===== src/rtl/id_ex_decoder.sv =====
// RV32I instruction-decode stage: decodes the IF/ID word and registers the
// resulting control/immediate bundle into the ID/EX boundary with a valid/ready handshake.
module id_ex_decoder #(
    parameter int XLEN      = 32,
    parameter int ILL_CNT_W = 8
) (
    input  logic                 clk,
    input  logic                 rst,
    input  logic                 if_valid,
    input  logic [XLEN-1:0]      if_inst,
    input  logic [XLEN-1:0]      if_pc,
    input  logic                 ex_ready,
    input  logic                 flush,
    output logic                 id_ready,
    output logic                 ex_valid,
    output logic [XLEN-1:0]      ex_pc,
    output logic [3:0]           ex_aluop,
    output logic [1:0]           ex_alua_sel,
    output logic                 ex_alub_sel,
    output logic [XLEN-1:0]      ex_imm,
    output logic [4:0]           ex_rs1,
    output logic [4:0]           ex_rs2,
    output logic [4:0]           ex_rd,
    output logic                 ex_regwrite,
    output logic                 ex_memread,
    output logic                 ex_memwrite,
    output logic [2:0]           ex_memfunct3,
    output logic [1:0]           ex_wb_sel,
    output logic                 ex_branch,
    output logic [2:0]           ex_brfunct3,
    output logic                 ex_jal,
    output logic                 ex_jalr,
    output logic                 ex_illegal,
    output logic [ILL_CNT_W-1:0] ill_count
);

    localparam logic [6:0] OPC_OP     = 7'b0110011;
    localparam logic [6:0] OPC_OPIMM  = 7'b0010011;
    localparam logic [6:0] OPC_LUI    = 7'b0110111;
    localparam logic [6:0] OPC_AUIPC  = 7'b0010111;
    localparam logic [6:0] OPC_LOAD   = 7'b0000011;
    localparam logic [6:0] OPC_STORE  = 7'b0100011;
    localparam logic [6:0] OPC_BRANCH = 7'b1100011;
    localparam logic [6:0] OPC_JAL    = 7'b1101111;
    localparam logic [6:0] OPC_JALR   = 7'b1100111;

    localparam logic [3:0] ALU_ADD  = 4'b0000;
    localparam logic [3:0] ALU_SUB  = 4'b1000;
    localparam logic [3:0] ALU_SLT  = 4'b0010;
    localparam logic [3:0] ALU_SLTU = 4'b0011;

    localparam logic [1:0] A_RS1  = 2'b00;
    localparam logic [1:0] A_PC   = 2'b01;
    localparam logic [1:0] A_ZERO = 2'b10;

    localparam logic       B_RS2 = 1'b0;
    localparam logic       B_IMM = 1'b1;

    localparam logic [1:0] WB_ALU = 2'b00;
    localparam logic [1:0] WB_MEM = 2'b01;
    localparam logic [1:0] WB_PC4 = 2'b10;

    localparam logic [6:0] F7_ZERO = 7'h00;
    localparam logic [6:0] F7_ALT  = 7'h20;

    localparam logic [ILL_CNT_W-1:0] ILL_MAX = '1;
    localparam logic [ILL_CNT_W-1:0] ILL_ONE = {{(ILL_CNT_W-1){1'b0}}, 1'b1};

    logic [6:0] opcode;
    logic [2:0] funct3;
    logic [6:0] funct7;
    logic [4:0] rs1;
    logic [4:0] rs2;
    logic [4:0] rd;

    assign opcode = if_inst[6:0];
    assign funct3 = if_inst[14:12];
    assign funct7 = if_inst[31:25];
    assign rs1    = if_inst[19:15];
    assign rs2    = if_inst[24:20];
    assign rd     = if_inst[11:7];

    logic [XLEN-1:0] imm_i;
    logic [XLEN-1:0] imm_s;
    logic [XLEN-1:0] imm_b;
    logic [XLEN-1:0] imm_u;
    logic [XLEN-1:0] imm_j;

    assign imm_i = {{(XLEN-12){if_inst[31]}}, if_inst[31:20]};
    assign imm_s = {{(XLEN-12){if_inst[31]}}, if_inst[31:25], if_inst[11:7]};
    assign imm_b = {{(XLEN-13){if_inst[31]}}, if_inst[31], if_inst[7],
                    if_inst[30:25], if_inst[11:8], 1'b0};
    assign imm_u = {{(XLEN-31){if_inst[31]}}, if_inst[30:12], 12'b0};
    assign imm_j = {{(XLEN-21){if_inst[31]}}, if_inst[31], if_inst[19:12],
                    if_inst[20], if_inst[30:21], 1'b0};

    logic [3:0]      d_aluop;
    logic [1:0]      d_alua_sel;
    logic            d_alub_sel;
    logic [XLEN-1:0] d_imm;
    logic            d_writes_rd;
    logic            d_regwrite;
    logic            d_memread;
    logic            d_memwrite;
    logic [1:0]      d_wb_sel;
    logic            d_branch;
    logic            d_jal;
    logic            d_jalr;
    logic            d_illegal;

    assign id_ready = !ex_valid || ex_ready;

    // Decode defaults to an ALU add of rs1/rs2; each opcode overrides what it needs
    // and flags its own field violations, then illegal words are neutralised below.
    always_comb begin
        d_aluop     = ALU_ADD;
        d_alua_sel  = A_RS1;
        d_alub_sel  = B_RS2;
        d_imm       = '0;
        d_writes_rd = 1'b0;
        d_memread   = 1'b0;
        d_memwrite  = 1'b0;
        d_wb_sel    = WB_ALU;
        d_branch    = 1'b0;
        d_jal       = 1'b0;
        d_jalr      = 1'b0;
        d_illegal   = 1'b0;
        d_regwrite  = 1'b0;

        case (opcode)
            OPC_OP: begin
                d_aluop     = {funct7[5], funct3};
                d_writes_rd = 1'b1;
                if (!((funct7 == F7_ZERO) ||
                      ((funct7 == F7_ALT) && ((funct3 == 3'b000) || (funct3 == 3'b101)))))
                    d_illegal = 1'b1;
            end
            OPC_OPIMM: begin
                d_aluop     = (funct3 == 3'b101) ? {if_inst[30], 3'b101} : {1'b0, funct3};
                d_alub_sel  = B_IMM;
                d_imm       = imm_i;
                d_writes_rd = 1'b1;
                if ((funct3 == 3'b001) && (funct7 != F7_ZERO))
                    d_illegal = 1'b1;
                if ((funct3 == 3'b101) && (funct7 != F7_ZERO) && (funct7 != F7_ALT))
                    d_illegal = 1'b1;
            end
            OPC_LUI: begin
                d_alua_sel  = A_ZERO;
                d_alub_sel  = B_IMM;
                d_imm       = imm_u;
                d_writes_rd = 1'b1;
            end
            OPC_AUIPC: begin
                d_alua_sel  = A_PC;
                d_alub_sel  = B_IMM;
                d_imm       = imm_u;
                d_writes_rd = 1'b1;
            end
            OPC_LOAD: begin
                d_alub_sel  = B_IMM;
                d_imm       = imm_i;
                d_memread   = 1'b1;
                d_wb_sel    = WB_MEM;
                d_writes_rd = 1'b1;
                if ((funct3 == 3'b011) || (funct3 == 3'b110) || (funct3 == 3'b111))
                    d_illegal = 1'b1;
            end
            OPC_STORE: begin
                d_alub_sel = B_IMM;
                d_imm      = imm_s;
                d_memwrite = 1'b1;
                if (funct3[2] || (funct3[1:0] == 2'b11))
                    d_illegal = 1'b1;
            end
            OPC_BRANCH: begin
                d_branch = 1'b1;
                d_imm    = imm_b;
                case (funct3[2:1])
                    2'b00:   d_aluop = ALU_SUB;
                    2'b10:   d_aluop = ALU_SLT;
                    2'b11:   d_aluop = ALU_SLTU;
                    default: d_illegal = 1'b1;
                endcase
            end
            OPC_JAL: begin
                d_jal       = 1'b1;
                d_alua_sel  = A_PC;
                d_alub_sel  = B_IMM;
                d_imm       = imm_j;
                d_wb_sel    = WB_PC4;
                d_writes_rd = 1'b1;
            end
            OPC_JALR: begin
                d_jalr      = 1'b1;
                d_alub_sel  = B_IMM;
                d_imm       = imm_i;
                d_wb_sel    = WB_PC4;
                d_writes_rd = 1'b1;
                if (funct3 != 3'b000)
                    d_illegal = 1'b1;
            end
            default: d_illegal = 1'b1;
        endcase

        if (d_illegal) begin
            d_aluop     = ALU_ADD;
            d_writes_rd = 1'b0;
            d_memread   = 1'b0;
            d_memwrite  = 1'b0;
            d_branch    = 1'b0;
            d_jal       = 1'b0;
            d_jalr      = 1'b0;
        end

        d_regwrite = d_writes_rd && (rd != 5'd0);
    end

    // ID/EX register: flush wins and only clears valid; a load refreshes every field.
    always_ff @(posedge clk or posedge rst) begin
        if (rst) begin
            ex_valid     <= 1'b0;
            ex_pc        <= '0;
            ex_aluop     <= '0;
            ex_alua_sel  <= '0;
            ex_alub_sel  <= 1'b0;
            ex_imm       <= '0;
            ex_rs1       <= '0;
            ex_rs2       <= '0;
            ex_rd        <= '0;
            ex_regwrite  <= 1'b0;
            ex_memread   <= 1'b0;
            ex_memwrite  <= 1'b0;
            ex_memfunct3 <= '0;
            ex_wb_sel    <= '0;
            ex_branch    <= 1'b0;
            ex_brfunct3  <= '0;
            ex_jal       <= 1'b0;
            ex_jalr      <= 1'b0;
            ex_illegal   <= 1'b0;
            ill_count    <= '0;
        end else if (flush) begin
            ex_valid <= 1'b0;
        end else if (id_ready) begin
            ex_valid     <= if_valid;
            ex_pc        <= if_pc;
            ex_aluop     <= d_aluop;
            ex_alua_sel  <= d_alua_sel;
            ex_alub_sel  <= d_alub_sel;
            ex_imm       <= d_imm;
            ex_rs1       <= rs1;
            ex_rs2       <= rs2;
            ex_rd        <= rd;
            ex_regwrite  <= d_regwrite;
            ex_memread   <= d_memread;
            ex_memwrite  <= d_memwrite;
            ex_memfunct3 <= funct3;
            ex_wb_sel    <= d_wb_sel;
            ex_branch    <= d_branch;
            ex_brfunct3  <= funct3;
            ex_jal       <= d_jal;
            ex_jalr      <= d_jalr;
            ex_illegal   <= d_illegal;
            if (if_valid && d_illegal && (ill_count != ILL_MAX))
                ill_count <= ill_count + ILL_ONE;
        end
    end

endmodule


===== config.mk =====
export PLATFORM = sky130hd
export DESIGN_NAME = id_ex_decoder
export DESIGN_NICKNAME = d
export VERILOG_FILES = /design/src/rtl/id_ex_decoder.sv
export SDC_FILE = /design/constraint.sdc
export NUM_CORES = 1
export LEC_CHECK = 0
export BUFFER_PORTS_ARGS = -buffer_cell sky130_fd_sc_hd__buf_4
export CORE_MARGIN = 1.5
export CORE_UTILIZATION = 49
export CTS_BUF_LIST = sky130_fd_sc_hd__clkbuf_16
export CTS_CLUSTER_DIAMETER = 30
export DETAILED_ROUTE_END_ITERATION = 12
export PLACE_DENSITY = 0.8
export SYNTH_ARGS = -nofsm -noshare
export SYNTH_HDL_FRONTEND = slang
export SYNTH_SLANG_ARGS = --single-unit

===== constraint.sdc =====
create_clock -name clk -period 3.97 [get_ports clk]
set_clock_uncertainty 0.05 [all_clocks]
set_input_delay 0.1985 -clock clk [delete_from_list [all_inputs] [get_ports clk]]
set_output_delay 0.1985 -clock clk [all_outputs]
set_load 0.1 [all_outputs]

==> out/qor.txt <==
Worst rel slew slack - 0.2988
Worst-Margin Slew - 1.052 ns
Vias in the first global route - 4,323
Crit path cell chain - nor2b_1, inv_1, nand2b_4, nor2_2, a22o_1
Met1 Use GR - 0.3456
Fin crit share - 0.5551
Worst IR Drop VDD - 0.0006489 V
Unrepaired setup endpoints after global routing - no
Global-route usage over all layers - 0.2710
Total wire length - 13,670 microns
Cell Area, Synth - 4717 sq um
Worst EP arrival - 2.37 ns
Internal power - 1903 uW
Share of flip-flops with an asynchronous set or reset - 1.000
Final ANT Viol Nets - 0
Chip height - 101.1 microns
DR iter-0 viols - 259
Hold/Removal Path Class - in2reg
Top delay family on crit path - simple AND/OR/NAND/NOR gates
Fin. Hold Viols - 0
Part of the power in registers - 0.371
Placed insts - 792
Io pins - 180
DRC - 0
Initial antenna violation count - 0
CP max stage delay - 0.76 ns
Vias per cell - 5.240
First-pass GRT wire length - 21,390 microns
Avg Cell Area, Syn - 9.195 sq um
Critical Path End Type - flip-flop
Dominant cell type by area after synthesis - dfrtp_1
Design area - 6650 sq um
YS warnings - 0
Cell variety after synth - 54
Initial Util - 0.5081
Die W - 101.1 microns
Max-Cap Viols - 0
H-tree Lvls - 3
Clock transition at path regs - 0.07 ns
Post-synth EDFFs - 0
Worst-skew pair later-pin latency - 0.34 ns
Maximum fanout along the worst path - 98
#FFs+latches synth - 107
CTS tree - built
Leak - 0.003381 uW
Highest Clock Rate - 0.4538 GHz
Share of the synthesized area in the top cell type - 0.5676
CP max-delay cell - nand2b_4
Sw frac - 0.4477
Endpoints failing setup - 0
Pin count of the biggest net entering global routing - 99
Power per cell area - 518.3 nW/um^2
RePlAce Congestion - 0.9035
TNS Setup - 0 ns
Routing usage on met3 - 0.06103
Worst r2r path cells - 5
Core box area - 9284 sq um
Pre-CTS WS - 1.779 ns
Rows - 35
Main synth FF type - dfrtp_1
Share of cells above drive strength 1 - 0.3130
Kind of critical path - reg2reg
Routed vias - 4,375
Startpoint Class - flip-flop
N_diodes - 0
Min Tclk post-route - 2.204 ns
DIE AREA - 10,220 sq um
Synth Instances - 513
Average wire per standard cell - 16.37 microns
Root Buffer - clkbuf_16
Area Overhead vs Synth - 40.98%
Syn Nets - 583
Number of buffers created by CTS - 9
Core Util, Final - 0.7163
DRT Pass-1 Iters - 5
Worst EP required - 4.14 ns
Clock sink count - 107
M2 GR Usage - 0.4522
Top post-synthesis cells by area - dfrtp_1, nand2_1, nor2_1
Nets - 771
Comb pwr share - 0.386
Post-synthesis sequential area ratio - 0.5676
Levels on crit path - 5
Setup ws final - 1.766 ns
Clock power frac - 0.243
Outcome - finished, final reports clean
CTS Buffer Depth - 2
P_sw - 1543 uW
Dpl hpwl - 9112 microns
Hold Path Depth - 3
Post-DP Area - 6102 sq um
Input/output buffers - 179
Buf/Inv on CP - 1
Final-report max-slew violation count - 0
Post-Layout Cell Count - 835
GR Overflow Total - 0
GRT busiest layer - met2
[power groups by stage]
| stage | clock, uW | combinational (uW) | sequential [uW] |
|---|---|---|---|
| after floorplan | 0 | 234 | 2050 |
| final | 837 | 1330 | 1280 |
| after global placement | 0 | 1290 | 1290 |
| after global routing | 888 | 1380 | 1290 |
| after CTS | 855 | 1330 | 1280 |
| after detailed placement | 0 | 1310 | 1290 |
[kinds of logic after synthesis]
group,Yosys count,share of synthesized area
multiplexers,1,0.002387
AND/OR/NAND/NOR,278,0.2533
AO/OA/AOI/OAI,80,0.1204
flip-flops,107,0.5676
adder cells (fa/ha/maj),1,0.002652
buffers and inverters,38,0.03873
XOR/XNOR,8,0.01485
[worst paths after layout]
kind | start | to | slack (ns)
max in group asynchronous | rst | ex_imm[5]$_DFFE_PP0P_ | 2.90
hold / removal | if_pc[16] | ex_pc[16]$_DFFE_PP0P_ | 0.008
min in group asynchronous | rst | ex_pc[29]$_DFFE_PP0P_ | 0.02
hold reg to reg | ex_rd[1]$_DFFE_PP0P_ | ex_rd[1]$_DFFE_PP0P_ | 0.43
setup / recovery | ex_valid$_DFFE_PP0P_ | ex_imm[7]$_DFFE_PP0P_ | 1.77
setup reg to reg | ex_valid$_DFFE_PP0P_ | ex_imm[7]$_DFFE_PP0P_ | 1.77
[worst reg2reg max path, delay by kind of cell, from the launching register on]
kind	cells	cell delay, ns
buf+inv	1	0.14
compound gates	1	0.25
simple gates	3	1.30
flops	1	0.35
[stage by stage]
stage | power, uW | hold slack, ns
floorplan | 2287 | 0.2149
global placement | 2583 | 0.3379
detailed placement | 2605 | 0.3435
CTS | 3464 | 0.001672
global route | 3565 | 0.01294
finish | 3447 | 0.007731
[state kept, by name (all words and copies together) (netlist names), 2 cells and up]
signal / count
ex_rs1: 5
ex_brfunct3: 3
ex_rs2: 5
ex_imm: 32
ex_pc: 32
ex_rd: 5
ex_alua_sel: 2
ex_wb_sel: 2
ex_aluop: 4
ill_count: 8
[cell usage in the layout, fill, tap and decap left out, types with 3 or more instances in the layout]
cell type / instances
nand4_1: 3
a22o_1: 7
dlygate4sd3_1: 27
a221oi_1: 4
a21oi_1: 13
nand2_1: 202
xnor2_1: 8
inv_1: 5
dfrtp_1: 107
buf_4: 182
clkbuf_16: 9
o21ai_1: 12
a21oi_2: 10
o31ai_1: 7
o21ai_0: 7
and3_1: 4
nand3_1: 9
a21o_1: 3
nor2_1: 36
[cell type report]
class	count	area (sq um)
Timing Repair Buffer	209	1637
Sequential cell	107	2678
Tap cell	129	161.4
Multi-Input combinational cell	368	1872
Clock inverter	7	52.55
Clock buffer	9	225.2
Inverter	6	25.02
Fill cell	706	2634
[layer usage]
metal	routed length (microns)	part of all wire	up-vias
met2	7007	0.51	212
met1	5335	0.39	2070
met4	369	0.027	0
li1	-	-	2061
met3	957	0.070	32
met5	0	0	-
[cell usage after synthesis (all sizes together), types with 2 or more instances]
| library cell | instances |
|---|---|
| nor4 | 2 |
| nor2 | 39 |
| inv | 6 |
| clkbuf | 15 |
| xnor2 | 8 |
| a21o | 3 |
| nand4 | 3 |
| a221oi | 4 |
| o31ai | 7 |
| o21ai | 19 |
| a32oi | 2 |
| nand2 | 202 |
| a31oi | 2 |
| o211ai | 2 |
| or2 | 3 |
| dfrtp | 107 |
| and4 | 2 |
| nand3 | 10 |
| nor3 | 2 |
| buf | 17 |
| a21oi | 23 |
| and3 | 4 |
| a22o | 7 |
| o22ai | 2 |
| o41ai | 2 |
| nand2b | 3 |
[timing repair]
action                                 in CTS  in global routing
endpoints found under the hold margin      27                  0
gates resized for setup                     0                  0
hold buffers                               27                  0
buffers inserted                            0                  0
Power figures use the tool's default switching activity.
